==> src/rtl/dpd_lut_arbiter_if.sv <==
// Bus bundle for the DPD LUT arbiter: host port, adaptation-engine port and
// the actuator LUT configuration port.
interface dpd_lut_arbiter_if #(
  parameter int unsigned ADDR_WIDTH = 10,
  parameter int unsigned DATA_WIDTH = 32
);
  logic                  h_valid;
  logic                  h_we;
  logic [ADDR_WIDTH-1:0] h_addr;
  logic [DATA_WIDTH-1:0] h_wdata;
  logic                  h_ready;
  logic                  h_rvalid;
  logic [DATA_WIDTH-1:0] h_rdata;

  logic                  e_valid;
  logic                  e_we;
  logic                  e_last;
  logic [ADDR_WIDTH-1:0] e_addr;
  logic [DATA_WIDTH-1:0] e_wdata;
  logic                  e_ready;
  logic                  e_rvalid;
  logic [DATA_WIDTH-1:0] e_rdata;

  logic                  lut_enc;
  logic                  lut_wec;
  logic [ADDR_WIDTH-1:0] lut_addrc;
  logic [DATA_WIDTH-1:0] lut_dinc;
  logic [DATA_WIDTH-1:0] lut_doutc;
  logic                  lut_validc;

  // Requesters plus actuator model side
  modport master (
    output h_valid, h_we, h_addr, h_wdata,
    input  h_ready, h_rvalid, h_rdata,
    output e_valid, e_we, e_last, e_addr, e_wdata,
    input  e_ready, e_rvalid, e_rdata,
    input  lut_enc, lut_wec, lut_addrc, lut_dinc,
    output lut_doutc, lut_validc
  );

  // Arbiter side
  modport slave (
    input  h_valid, h_we, h_addr, h_wdata,
    output h_ready, h_rvalid, h_rdata,
    input  e_valid, e_we, e_last, e_addr, e_wdata,
    output e_ready, e_rvalid, e_rdata,
    output lut_enc, lut_wec, lut_addrc, lut_dinc,
    input  lut_doutc, lut_validc
  );
endinterface

==> src/rtl/dpd_lut_arbiter.sv <==
// Arbitrates host single beats and engine bursts onto the actuator LUT config
// port; read returns are routed back to their owner in issue order via a tag FIFO.
module dpd_lut_arbiter #(
  parameter int unsigned ADDR_WIDTH = 10,
  parameter int unsigned DATA_WIDTH = 32,
  parameter int unsigned MAX_OUTST  = 4
) (
  input  logic             data_clk,
  input  logic             data_rstn,
  dpd_lut_arbiter_if.slave bus,
  input  logic             err_clr,
  output logic             err_orphan,
  output logic             busy
);
  localparam int unsigned PTR_W = (MAX_OUTST > 1) ? $clog2(MAX_OUTST) : 1;
  localparam int unsigned CNT_W = PTR_W + 1;
  localparam logic [CNT_W-1:0] CNT_MAX = CNT_W'(MAX_OUTST);

  typedef enum logic [1:0] {IDLE, HOST, ENG} state_t;

  state_t                state, state_nxt;
  logic                  rr_eng_last, rr_nxt;
  logic                  h_rdy, e_rdy;
  logic                  h_acc, e_acc;
  logic                  beat_acc, beat_we;
  logic [ADDR_WIDTH-1:0] beat_addr;
  logic [DATA_WIDTH-1:0] beat_wdata;
  logic [CNT_W-1:0]      count;
  logic [PTR_W-1:0]      wr_ptr, rd_ptr;
  logic [MAX_OUTST-1:0]  tag_mem;
  logic                  push, pop, pop_tag;

  // State and round-robin pointer register
  always_ff @(posedge data_clk or negedge data_rstn) begin
    if (!data_rstn) begin
      state       <= IDLE;
      rr_eng_last <= 1'b1;
    end else begin
      state       <= state_nxt;
      rr_eng_last <= rr_nxt;
    end
  end

  // Next-state: tie in IDLE goes to whoever was not granted last
  always_comb begin
    state_nxt = state;
    rr_nxt    = rr_eng_last;
    case (state)
      IDLE: begin
        if (bus.h_valid && (!bus.e_valid || rr_eng_last)) state_nxt = HOST;
        else if (bus.e_valid)                             state_nxt = ENG;
      end
      HOST:    if (h_acc) state_nxt = IDLE;
      ENG:     if (e_acc && bus.e_last) state_nxt = IDLE;
      default: state_nxt = IDLE;
    endcase
    if ((state == IDLE) && (state_nxt != IDLE)) rr_nxt = (state_nxt == ENG);
  end

  // Outputs from state: readiness (reads throttled by outstanding count) and busy
  always_comb begin
    h_rdy = 1'b0;
    e_rdy = 1'b0;
    case (state)
      HOST:    h_rdy = bus.h_we || (count < CNT_MAX);
      ENG:     e_rdy = bus.e_we || (count < CNT_MAX);
      default: ;
    endcase
    busy = (state != IDLE) || (count != '0);
  end

  assign bus.h_ready = h_rdy;
  assign bus.e_ready = e_rdy;
  assign h_acc       = bus.h_valid & h_rdy;
  assign e_acc       = bus.e_valid & e_rdy;

  // Select the accepted beat; at most one port can accept in a cycle
  always_comb begin
    beat_acc   = h_acc | e_acc;
    beat_we    = h_acc ? bus.h_we    : bus.e_we;
    beat_addr  = h_acc ? bus.h_addr  : bus.e_addr;
    beat_wdata = h_acc ? bus.h_wdata : bus.e_wdata;
  end

  assign push    = beat_acc & ~beat_we;
  assign pop     = bus.lut_validc & (count != '0);
  assign pop_tag = tag_mem[rd_ptr];

  // Registered LUT config command, one cycle after acceptance
  always_ff @(posedge data_clk or negedge data_rstn) begin
    if (!data_rstn) begin
      bus.lut_enc   <= 1'b0;
      bus.lut_wec   <= 1'b0;
      bus.lut_addrc <= '0;
      bus.lut_dinc  <= '0;
    end else if (beat_acc) begin
      bus.lut_enc   <= 1'b1;
      bus.lut_wec   <= beat_we;
      bus.lut_addrc <= beat_addr;
      bus.lut_dinc  <= beat_we ? beat_wdata : '0;
    end else begin
      bus.lut_enc   <= 1'b0;
      bus.lut_wec   <= 1'b0;
      bus.lut_addrc <= '0;
      bus.lut_dinc  <= '0;
    end
  end

  // Owner tag FIFO and outstanding-read counter (pointers wrap at power-of-2 depth)
  always_ff @(posedge data_clk or negedge data_rstn) begin
    if (!data_rstn) begin
      tag_mem <= '0;
      wr_ptr  <= '0;
      rd_ptr  <= '0;
      count   <= '0;
    end else begin
      if (push) begin
        tag_mem[wr_ptr] <= e_acc;
        wr_ptr          <= wr_ptr + 1'b1;
      end
      if (pop) rd_ptr <= rd_ptr + 1'b1;
      case ({push, pop})
        2'b10:   count <= count + 1'b1;
        2'b01:   count <= count - 1'b1;
        default: count <= count;
      endcase
    end
  end

  // Route read data to the owning port; the idle port's rdata holds
  always_ff @(posedge data_clk or negedge data_rstn) begin
    if (!data_rstn) begin
      bus.h_rvalid <= 1'b0;
      bus.e_rvalid <= 1'b0;
      bus.h_rdata  <= '0;
      bus.e_rdata  <= '0;
    end else begin
      bus.h_rvalid <= pop & ~pop_tag;
      bus.e_rvalid <= pop & pop_tag;
      if (pop && !pop_tag) bus.h_rdata <= bus.lut_doutc;
      if (pop && pop_tag)  bus.e_rdata <= bus.lut_doutc;
    end
  end

  // Sticky orphan-return flag; a new orphan wins over a clear
  always_ff @(posedge data_clk or negedge data_rstn) begin
    if (!data_rstn)                           err_orphan <= 1'b0;
    else if (bus.lut_validc && count == '0)   err_orphan <= 1'b1;
    else if (err_clr)                         err_orphan <= 1'b0;
  end
endmodule

==> src/flat_wrapper.sv <==
// flat-port wrapper written by rule: the top's interface ports become plain ports
module dpd_lut_arbiter_flat 
#(
  parameter int unsigned ADDR_WIDTH = 10,
  parameter int unsigned DATA_WIDTH = 32,
  parameter int unsigned MAX_OUTST  = 4
)
  (data_clk, data_rstn, err_clr, err_orphan, busy, bus_h_valid, bus_h_we, bus_h_addr, bus_h_wdata, bus_h_ready, bus_h_rvalid, bus_h_rdata, bus_e_valid, bus_e_we, bus_e_last, bus_e_addr, bus_e_wdata, bus_e_ready, bus_e_rvalid, bus_e_rdata, bus_lut_enc, bus_lut_wec, bus_lut_addrc, bus_lut_dinc, bus_lut_doutc, bus_lut_validc);
  dpd_lut_arbiter_if #(.ADDR_WIDTH(ADDR_WIDTH), .DATA_WIDTH(DATA_WIDTH)) bus_i ();
  input  logic data_clk;
  input  logic data_rstn;
  input  logic err_clr;
  output logic err_orphan;
  output logic busy;
  input wire logic [$bits(bus_i.h_valid)-1:0] bus_h_valid;
  input wire logic [$bits(bus_i.h_we)-1:0] bus_h_we;
  input wire logic [$bits(bus_i.h_addr)-1:0] bus_h_addr;
  input wire logic [$bits(bus_i.h_wdata)-1:0] bus_h_wdata;
  output wire logic [$bits(bus_i.h_ready)-1:0] bus_h_ready;
  output wire logic [$bits(bus_i.h_rvalid)-1:0] bus_h_rvalid;
  output wire logic [$bits(bus_i.h_rdata)-1:0] bus_h_rdata;
  input wire logic [$bits(bus_i.e_valid)-1:0] bus_e_valid;
  input wire logic [$bits(bus_i.e_we)-1:0] bus_e_we;
  input wire logic [$bits(bus_i.e_last)-1:0] bus_e_last;
  input wire logic [$bits(bus_i.e_addr)-1:0] bus_e_addr;
  input wire logic [$bits(bus_i.e_wdata)-1:0] bus_e_wdata;
  output wire logic [$bits(bus_i.e_ready)-1:0] bus_e_ready;
  output wire logic [$bits(bus_i.e_rvalid)-1:0] bus_e_rvalid;
  output wire logic [$bits(bus_i.e_rdata)-1:0] bus_e_rdata;
  output wire logic [$bits(bus_i.lut_enc)-1:0] bus_lut_enc;
  output wire logic [$bits(bus_i.lut_wec)-1:0] bus_lut_wec;
  output wire logic [$bits(bus_i.lut_addrc)-1:0] bus_lut_addrc;
  output wire logic [$bits(bus_i.lut_dinc)-1:0] bus_lut_dinc;
  input wire logic [$bits(bus_i.lut_doutc)-1:0] bus_lut_doutc;
  input wire logic [$bits(bus_i.lut_validc)-1:0] bus_lut_validc;
  assign bus_i.h_valid = bus_h_valid;
  assign bus_i.h_we = bus_h_we;
  assign bus_i.h_addr = bus_h_addr;
  assign bus_i.h_wdata = bus_h_wdata;
  assign bus_h_ready = bus_i.h_ready;
  assign bus_h_rvalid = bus_i.h_rvalid;
  assign bus_h_rdata = bus_i.h_rdata;
  assign bus_i.e_valid = bus_e_valid;
  assign bus_i.e_we = bus_e_we;
  assign bus_i.e_last = bus_e_last;
  assign bus_i.e_addr = bus_e_addr;
  assign bus_i.e_wdata = bus_e_wdata;
  assign bus_e_ready = bus_i.e_ready;
  assign bus_e_rvalid = bus_i.e_rvalid;
  assign bus_e_rdata = bus_i.e_rdata;
  assign bus_lut_enc = bus_i.lut_enc;
  assign bus_lut_wec = bus_i.lut_wec;
  assign bus_lut_addrc = bus_i.lut_addrc;
  assign bus_lut_dinc = bus_i.lut_dinc;
  assign bus_i.lut_doutc = bus_lut_doutc;
  assign bus_i.lut_validc = bus_lut_validc;
  dpd_lut_arbiter #(.ADDR_WIDTH(ADDR_WIDTH), .DATA_WIDTH(DATA_WIDTH), .MAX_OUTST(MAX_OUTST)) u_core (.data_clk(data_clk), .data_rstn(data_rstn), .bus(bus_i), .err_clr(err_clr), .err_orphan(err_orphan), .busy(busy));
endmodule
==> config.mk <==
export PLATFORM = sky130hd
export DESIGN_NAME = dpd_lut_arbiter_flat
export DESIGN_NICKNAME = d
export VERILOG_FILES = /design/src/rtl/dpd_lut_arbiter_if.sv /design/src/rtl/dpd_lut_arbiter.sv /design/src/flat_wrapper.sv
export SDC_FILE = /design/constraint.sdc
export NUM_CORES = 1
export LEC_CHECK = 0
export CAP_MARGIN = 20
export CORE_ASPECT_RATIO = 1.25
export CORE_MARGIN = 2
export CORE_UTILIZATION = 41
export DETAILED_ROUTE_END_ITERATION = 8
export GPL_TIMING_DRIVEN = 0
export PLACE_DENSITY = 0.85
export SYNTH_ARGS = -nofsm -noshare
export SYNTH_HDL_FRONTEND = slang
export SYNTH_SLANG_ARGS = --single-unit
==> constraint.sdc <==
create_clock -name data_clk -period 2.88 [get_ports data_clk]
set_input_delay 0.432 -clock data_clk [delete_from_list [all_inputs] [get_ports data_clk]]
set_output_delay 0.432 -clock data_clk [all_outputs]
set_load 0.01 [all_outputs]
## Yosys cells after proc, flatten, opt, wreduce, memory -nomap -nowiden

Cells that the tools add are included.

- Register bits after elaboration: 125
- Latch bits: 0
- Memories kept: 0
- Output and inout port bits: 114
- ROM bits: 0
- Logic and storage cells: 80
- Bits in writable memories: 0

- Add/subtract/negate cells: 4
- Multiplexer cells: 23
- $mul: 0
- Bitwise operators: 9
- Div/mod/pow operators: 0
- Magnitude comparators: 4
- Eq/ne operators: 5
- Shifts and indexed selects: 0
- Reductions and logical operators: 20

Operator list:

| operator | number |
|---|---|
| 2-to-1 mux 32 bit | 3 |
| 2-to-1 mux 10 bit | 2 |
| 2-to-1 mux 1 bit | 9 |
| 2-to-1 mux 2 bit | 4 |
| nonzero test 2 bit | 4 |
| logical AND 1 bit | 7 |
| bitwise AND 1 bit | 6 |
| equality test 2 bit, second input constant | 3 |
| less-than comparator 2 x 3 -> 1 bit, second input constant | 2 |
| one-hot mux 2 bit (3 select lines) | 1 |
| one-hot mux 3 bit (2 select lines) | 1 |
| adder 2 x 1 -> 2 bit, second input constant | 2 |
| bitwise mux 4 bit | 1 |
| equality test 2 x 1 -> 1 bit, second input constant | 2 |
| logical OR 1 bit | 4 |
| adder 3 x 1 -> 3 bit, second input constant | 1 |
| zero test 3 bit | 1 |
| less-than comparator 3 bit, second input constant | 1 |
| nonzero test 3 bit | 1 |
| subtractor 3 x 1 -> 3 bit, second input constant | 1 |
| binary-select mux 1 bit (select 2 bit) | 1 |
| demux 1 bit (select 2 bit) | 1 |
| greater-or-equal comparator 2 x 1 -> 1 bit, second input constant | 1 |
| zero test 1 bit | 2 |
| 3 further kinds | 4 |

## Logic depth before layout (Yosys ltp)

- Depth in word-level cells: 9
- Depth in mapped cells: 11

## Worst setup path before layout

No wires, ideal clock.

- Path type: input port to flip-flop
- From: input bus_e_we
- To: register u_core.count[2]
- Arrival: 2,079 ps
- Setup slack: 722 ps
- Data required time: 2,801 ps
- Cell stages on the path: 11
- Path buffers: 1
- Cell sequence: nand2b_1 and4b_1 clkbuf_1 o21a_1 inv_1 ha_1 inv_1 fa_1 xor2_1 nor2_1 xor2_1

- Cells in the longest elaborated chain, start to end: 7

Ends and longest elaborated chain:

| what | line | source |
|---|---|---|
| start: declaration | flat_wrapper.sv:23 | `input wire logic [$bits(bus_i.e_we)-1:0] bus_e_we;` |
| logical OR 1 bit | dpd_lut_arbiter.sv:66 | `ENG: e_rdy = bus.e_we \|\| (count < CNT_MAX);` |
| 2-to-1 mux 1 bit | dpd_lut_arbiter.sv:64 | `case (state)` |
| bitwise AND 1 bit | dpd_lut_arbiter.sv:75 | `assign e_acc = bus.e_valid & e_rdy;` |
| bitwise OR 1 bit | dpd_lut_arbiter.sv:79 | `beat_acc = h_acc \| e_acc;` |
| bitwise AND 1 bit (*) | dpd_lut_arbiter.sv:85 | `assign push = beat_acc & ~beat_we;` |
| equality test 2 x 1 -> 1 bit / equality test 2 bit (equally long branches) | dpd_lut_arbiter.sv:122 | `case ({push, pop})` |
| one-hot mux 3 bit (2 select lines) / nonzero test 2 bit (equally long branches) | n/a |  |
| end signal: assignment | dpd_lut_arbiter.sv:123 | `2'b10: count <= count + 1'b1;` |
| end signal: assignment | dpd_lut_arbiter.sv:124 | `2'b01: count <= count - 1'b1;` |
| end signal: assignment | dpd_lut_arbiter.sv:125 | `default: count <= count;` |
| end: declaration | dpd_lut_arbiter.sv:28 | `logic [CNT_W-1:0] count;` |

Every way passes the cells marked *; elsewhere a longest branch is shown, timed or not.
A chain may end at the register's enable or synchronous reset.

## Worst setup path after layout

Ends and elaborated chain as after synthesis.

==> results_tabular.tex <==
\begin{tabular}{lr}
\hline
Metric & Value \\
\hline
\multicolumn{2}{l}{\textbf{Run status}} \\
\quad Result of the run & complete, but fails checks \\
\quad Failing checks & hold timing \\
\multicolumn{2}{l}{\textbf{Power}} \\
\quad Internal power summed over all cells & 6152 uW \\
\quad Leak pwr & 0.003587 uW \\
\quad Net switching power & 2646 uW \\
\quad Max IR drop VDD & 501.4 uV \\
\quad Comb pwr share & 0.434 \\
\quad Relative contribution of the clock network to total power & 0.241 \\
\quad Pwr per Cell Area & 1063 mW/mm\^{}2 \\
\quad Reg power frac & 0.324 \\
\quad Sw Ratio & 0.3008 \\
\multicolumn{2}{l}{\textbf{GRT}} \\
\quad Number of antenna violations at the first check in global routing & 0 \\
\quad Global-route total usage across every layer & 0.2089 \\
\quad Vias in the first global route & 4067 \\
\quad Total overflow reported by the global router & 0 \\
\quad Largest net degree at the start of global routing & 69 \\
\quad Global-route wire length before repair & 21.11 mm \\
\multicolumn{2}{l}{\textbf{Synth}} \\
\quad Synthesized netlist net count & 479 \\
\quad Synth area leaders & sky130\_fd\_sc\_hd\_\_dfrtp\_1 61\%, sky130\_fd\_sc\_hd\_\_mux2\_4 8.6\%, sky130\_fd\_sc\_hd\_\_mux2\_2 8.0\%, sky130\_fd\_sc\_hd\_\_a22oi\_1 4.7\%, sky130\_fd\_sc\_hd\_\_nor2\_1 2.7\% \\
\quad Netlist Area Pre-Place & 0.005070 mm\^{}2 \\
\quad Post-synth top area share & 0.6120 \\
\quad Seq cells post-synth & 125 \\
\quad Post-synthesis cell count & 348 \\
\quad YS warnings & 0 \\
\quad Cell type with the highest aggregate area in the netlist & sky130\_fd\_sc\_hd\_\_dfrtp\_1 \\
\quad Register area share after synthesis & 0.6172 \\
\quad Number of distinct standard cells referenced by the synthesized netlist & 39 \\
\quad Syn avg cell area & 14.57 um\^{}2 \\
\multicolumn{2}{l}{\textbf{Clock tree}} \\
\quad TritonCTS clock tree & built \\
\quad Number of clock sinks & 125 \\
\quad Number of levels in the clock H-tree & 4 \\
\quad Buffers from clock root to sink, at most & 2 \\
\quad Cell at the root of the clock tree & sky130\_fd\_sc\_hd\_\_clkbuf\_16 \\
\quad Hold-fix buffers at CTS & 0 \\
\quad Clock-pin transition on the worst setup and hold timing paths & 60 ps \\
\quad Clock latency on the worst-skew pair & 400 ps \\
\quad Number of cells upsized or downsized after cts & 0 \\
\quad Clock buffers created by TritonCTS & 17 \\
\quad Post-CTS setup buffer count & 0 \\
\multicolumn{2}{l}{\textbf{Timing}} \\
\quad Top achievable clock speed & 414.8 MHz \\
\quad Worst clock skew & 12.12 ps \\
\quad Final worst-path cycle share & 0.8370 \\
\quad Final Hold Slack & -3.652 ps \\
\quad Final setup fails & 0 \\
\quad Final Max Slew Viols & 0 \\
\quad Slew Limit Headroom & 0.6208 \\
\quad RSZ-0062 raised after global routing & false \\
\quad Slew at the pin closest to its max-slew limit & 568.8 ps \\
\quad Hold Fails Final Rpt & 1 \\
\quad Minimum period implied by the final worst setup slack & 2411 ps \\
\multicolumn{2}{l}{\textbf{Floorplan}} \\
\quad Y dimension of the die & 128.3 um \\
\quad Horizontal extent of the die & 103.5 um \\
\quad Die ar. & 0.01328 mm\^{}2 \\
\quad Initial core utilization & 0.4188 \\
\quad Area of the core & 0.01211 mm\^{}2 \\
\quad Number of I/O pins & 239 \\
\quad Standard-cell row count & 45 \\
\multicolumn{2}{l}{\textbf{Job}} \\
\quad Max capacitance violation total & 0 \\
\multicolumn{2}{l}{\textbf{Route}} \\
\quad Number of DRC markers after the initial detailed-route iteration & 117 \\
\quad Ratio of routed vias to standard cells & 4.928 \\
\quad Final wirelength & 13.92 mm \\
\quad Routed via count & 3849 \\
\quad Avg WL per Cell & 17.82 um \\
\quad Number of design rule violations left after detail routing & 0 \\
\quad ANT nets after route & 0 \\
\quad Detailed-routing iteration count for the pre-antenna-repair pass & 4 \\
\multicolumn{2}{l}{\textbf{Final layout}} \\
\quad Share of layout cells above drive strength 1 & 0.1929 \\
\quad FF+latch area & 0.003129 mm\^{}2 \\
\quad Antenna diode count & 0 \\
\quad Highest-count cells in the layout ignoring fill and taps & 237 x sky130\_fd\_sc\_hd\_\_clkdlybuf4s50\_1, 124 x sky130\_fd\_sc\_hd\_\_dfrtp\_1, 36 x sky130\_fd\_sc\_hd\_\_nor2\_1, 36 x sky130\_fd\_sc\_hd\_\_mux2\_2, 32 x sky130\_fd\_sc\_hd\_\_a22oi\_1 \\
\quad Post-Route Utilization & 0.6839 \\
\quad Fillers & 872 \\
\quad Multi-input gate area & 0.001735 mm\^{}2 \\
\quad Area overhead of the layout relative to synthesis & 63.30\% \\
\quad Non-filler instance count after layout & 781 \\
\quad Most common library cell in the layout ignoring fill and taps & sky130\_fd\_sc\_hd\_\_clkdlybuf4s50\_1 \\
\quad Number of nets in the layout & 737 \\
\multicolumn{2}{l}{\textbf{Placement}} \\
\quad Half-perimeter wire length after placement & 10.48 mm \\
\quad PortBufs & 238 \\
\quad Number of cells in the design after placement & 751 \\
\quad Final RePlAce weighted congestion & 0.7627 \\
\multicolumn{2}{l}{\textbf{Critical path}} \\
\quad Slack of the worst reg-to-reg path & 570 ps \\
\quad Worst R2R Path Depth & 10 \\
\quad Startpoint type of the worst setup path & input port \\
\quad R2R Path Start & u\_core.state[0] \\
\quad Critical path endpoint category & flip-flop \\
\quad Worst setup path class & in2reg \\
\quad Worst reg2reg endpoint & u\_core.count[2] \\
\quad Critical path required time & 3200 ps \\
\quad Largest fanout on the critical path & 4 \\
\quad Arrival time of data at the critical path endpoint & 2730 ps \\
\multicolumn{2}{l}{\textbf{Worst hold path}} \\
\quad Class of the worst hold path & in2async \\
\hline
\end{tabular}
## per-stage QoR
step / setup WS (ps) / TNS [ps] / instance area, um^2 / power (uW)
after floorplan: 721.7 / 0 / 5070 / 4858
after global placement: -3299 / -409900 / 7657 / 6539
after detailed placement: 91.66 / 0 / 7686 / 6708
after CTS: 462.7 / 0 / 8279 / 8883
after global routing: 330.7 / 0 / 8279 / 9270
final: 469.5 / 0 / 8279 / 8798
## flip-flops by register name, indices dropped and copies added, names as in the netlist
signal / cells
u_core.bus.lut_enc: 1
u_core.bus.h_rdata: 32
u_core.bus.lut_dinc: 32
u_core.bus.lut_addrc: 10
u_core.rd_ptr: 2
u_core.tag_mem: 4
u_core.bus.e_rdata: 32
u_core.err_orphan: 1
u_core.bus.lut_wec: 1
u_core.count: 3
u_core.bus.h_rvalid: 1
u_core.wr_ptr: 2
u_core.state: 2
u_core.bus.e_rvalid: 1
u_core.rr_eng_last: 1
## kinds of logic after synthesis
kind of cell	count (synthesis)	synth area share
AO/OA/AOI/OAI	54	0.08317
adder cells (fa/ha/maj)	6	0.01629
flip-flops	125	0.6172
multiplexers	67	0.1723
AND/OR/NAND/NOR	59	0.06022
buffers and inverters	31	0.04047
XOR/XNOR	6	0.01037
## cells in the mapped netlist, drive strengths merged
| cell | number |
|---|---|
| and3b | 2 |
| a21oi | 3 |
| dfstp | 1 |
| mux4 | 1 |
| nand3b | 1 |
| o21a | 1 |
| nor3b | 1 |
| nand4bb | 1 |
| buf | 16 |
| and4b | 1 |
| mux2 | 65 |
| nand3 | 4 |
| nand2 | 5 |
| nand2b | 4 |
| dfrtp | 124 |
| a31oi | 1 |
| clkbuf | 5 |
| ha | 5 |
| a22o | 10 |
| fa | 1 |
| mux2i | 1 |
| nor3 | 1 |
| inv | 10 |
| a211oi | 1 |
| xnor2 | 4 |
| nor2b | 2 |
| a32o | 4 |
| nor2 | 37 |
| a22oi | 33 |
| o21ai | 1 |
| xor2 | 2 |
## critical path, cell delays in order
cell	delay, ps
sky130_fd_sc_hd__clkdlybuf4s50_1	450
sky130_fd_sc_hd__nand2b_1	170
sky130_fd_sc_hd__and4b_1	210
sky130_fd_sc_hd__clkbuf_1	130
sky130_fd_sc_hd__o21a_1	240
sky130_fd_sc_hd__inv_1	70
sky130_fd_sc_hd__ha_1	170
sky130_fd_sc_hd__inv_1	60
sky130_fd_sc_hd__fa_1	370
sky130_fd_sc_hd__xor2_1	150
sky130_fd_sc_hd__nor2_1	110
sky130_fd_sc_hd__xor2_1	180
## power by group through the flow
stage               clock network, uW  registers, uW  logic, uW
CTS                              2160           2860       3870
detailed placement                  0           2870       3840
global route                     2260           2930       4090
floorplan                           0           3090       1760
global placement                    0           2820       3720
finish                           2120           2850       3820
## per-layer routing
layer  up-vias  share of wire  track usage
met2       167           0.52       0.3715
met3        25          0.074      0.06707
li1       1746              -            -
met4         0          0.028      0.08282
met5         -              0            0
met1      1911           0.38       0.2264
## cell type report
type	instances	share of cell area
plain buffers	21	0.02025
clock buffers	17	0.05138
clock inverters	13	0.02025
inverters	10	0.004534
multi-input cells	192	0.2096
flip-flops and latches	125	0.3780
well taps	164	0.02478
repair buffers	239	0.2912
## how the worst max path moves through the flow
stage	start	slack, ps	endpoint
3_3_place_gp	data_rstn	-3300	u_core.bus.lut_dinc[11]
4_1_cts	bus_e_we	460	u_core.count[2]
5_1_grt	bus_e_we	330	u_core.count[2]
3_5_place_dp	bus_e_we	90	u_core.count[2]
2_1_floorplan	bus_e_we	720	u_core.count[2]
6_report	bus_e_we	470	u_core.count[2]
Note: power is estimated with default switching activity, not from simulation.
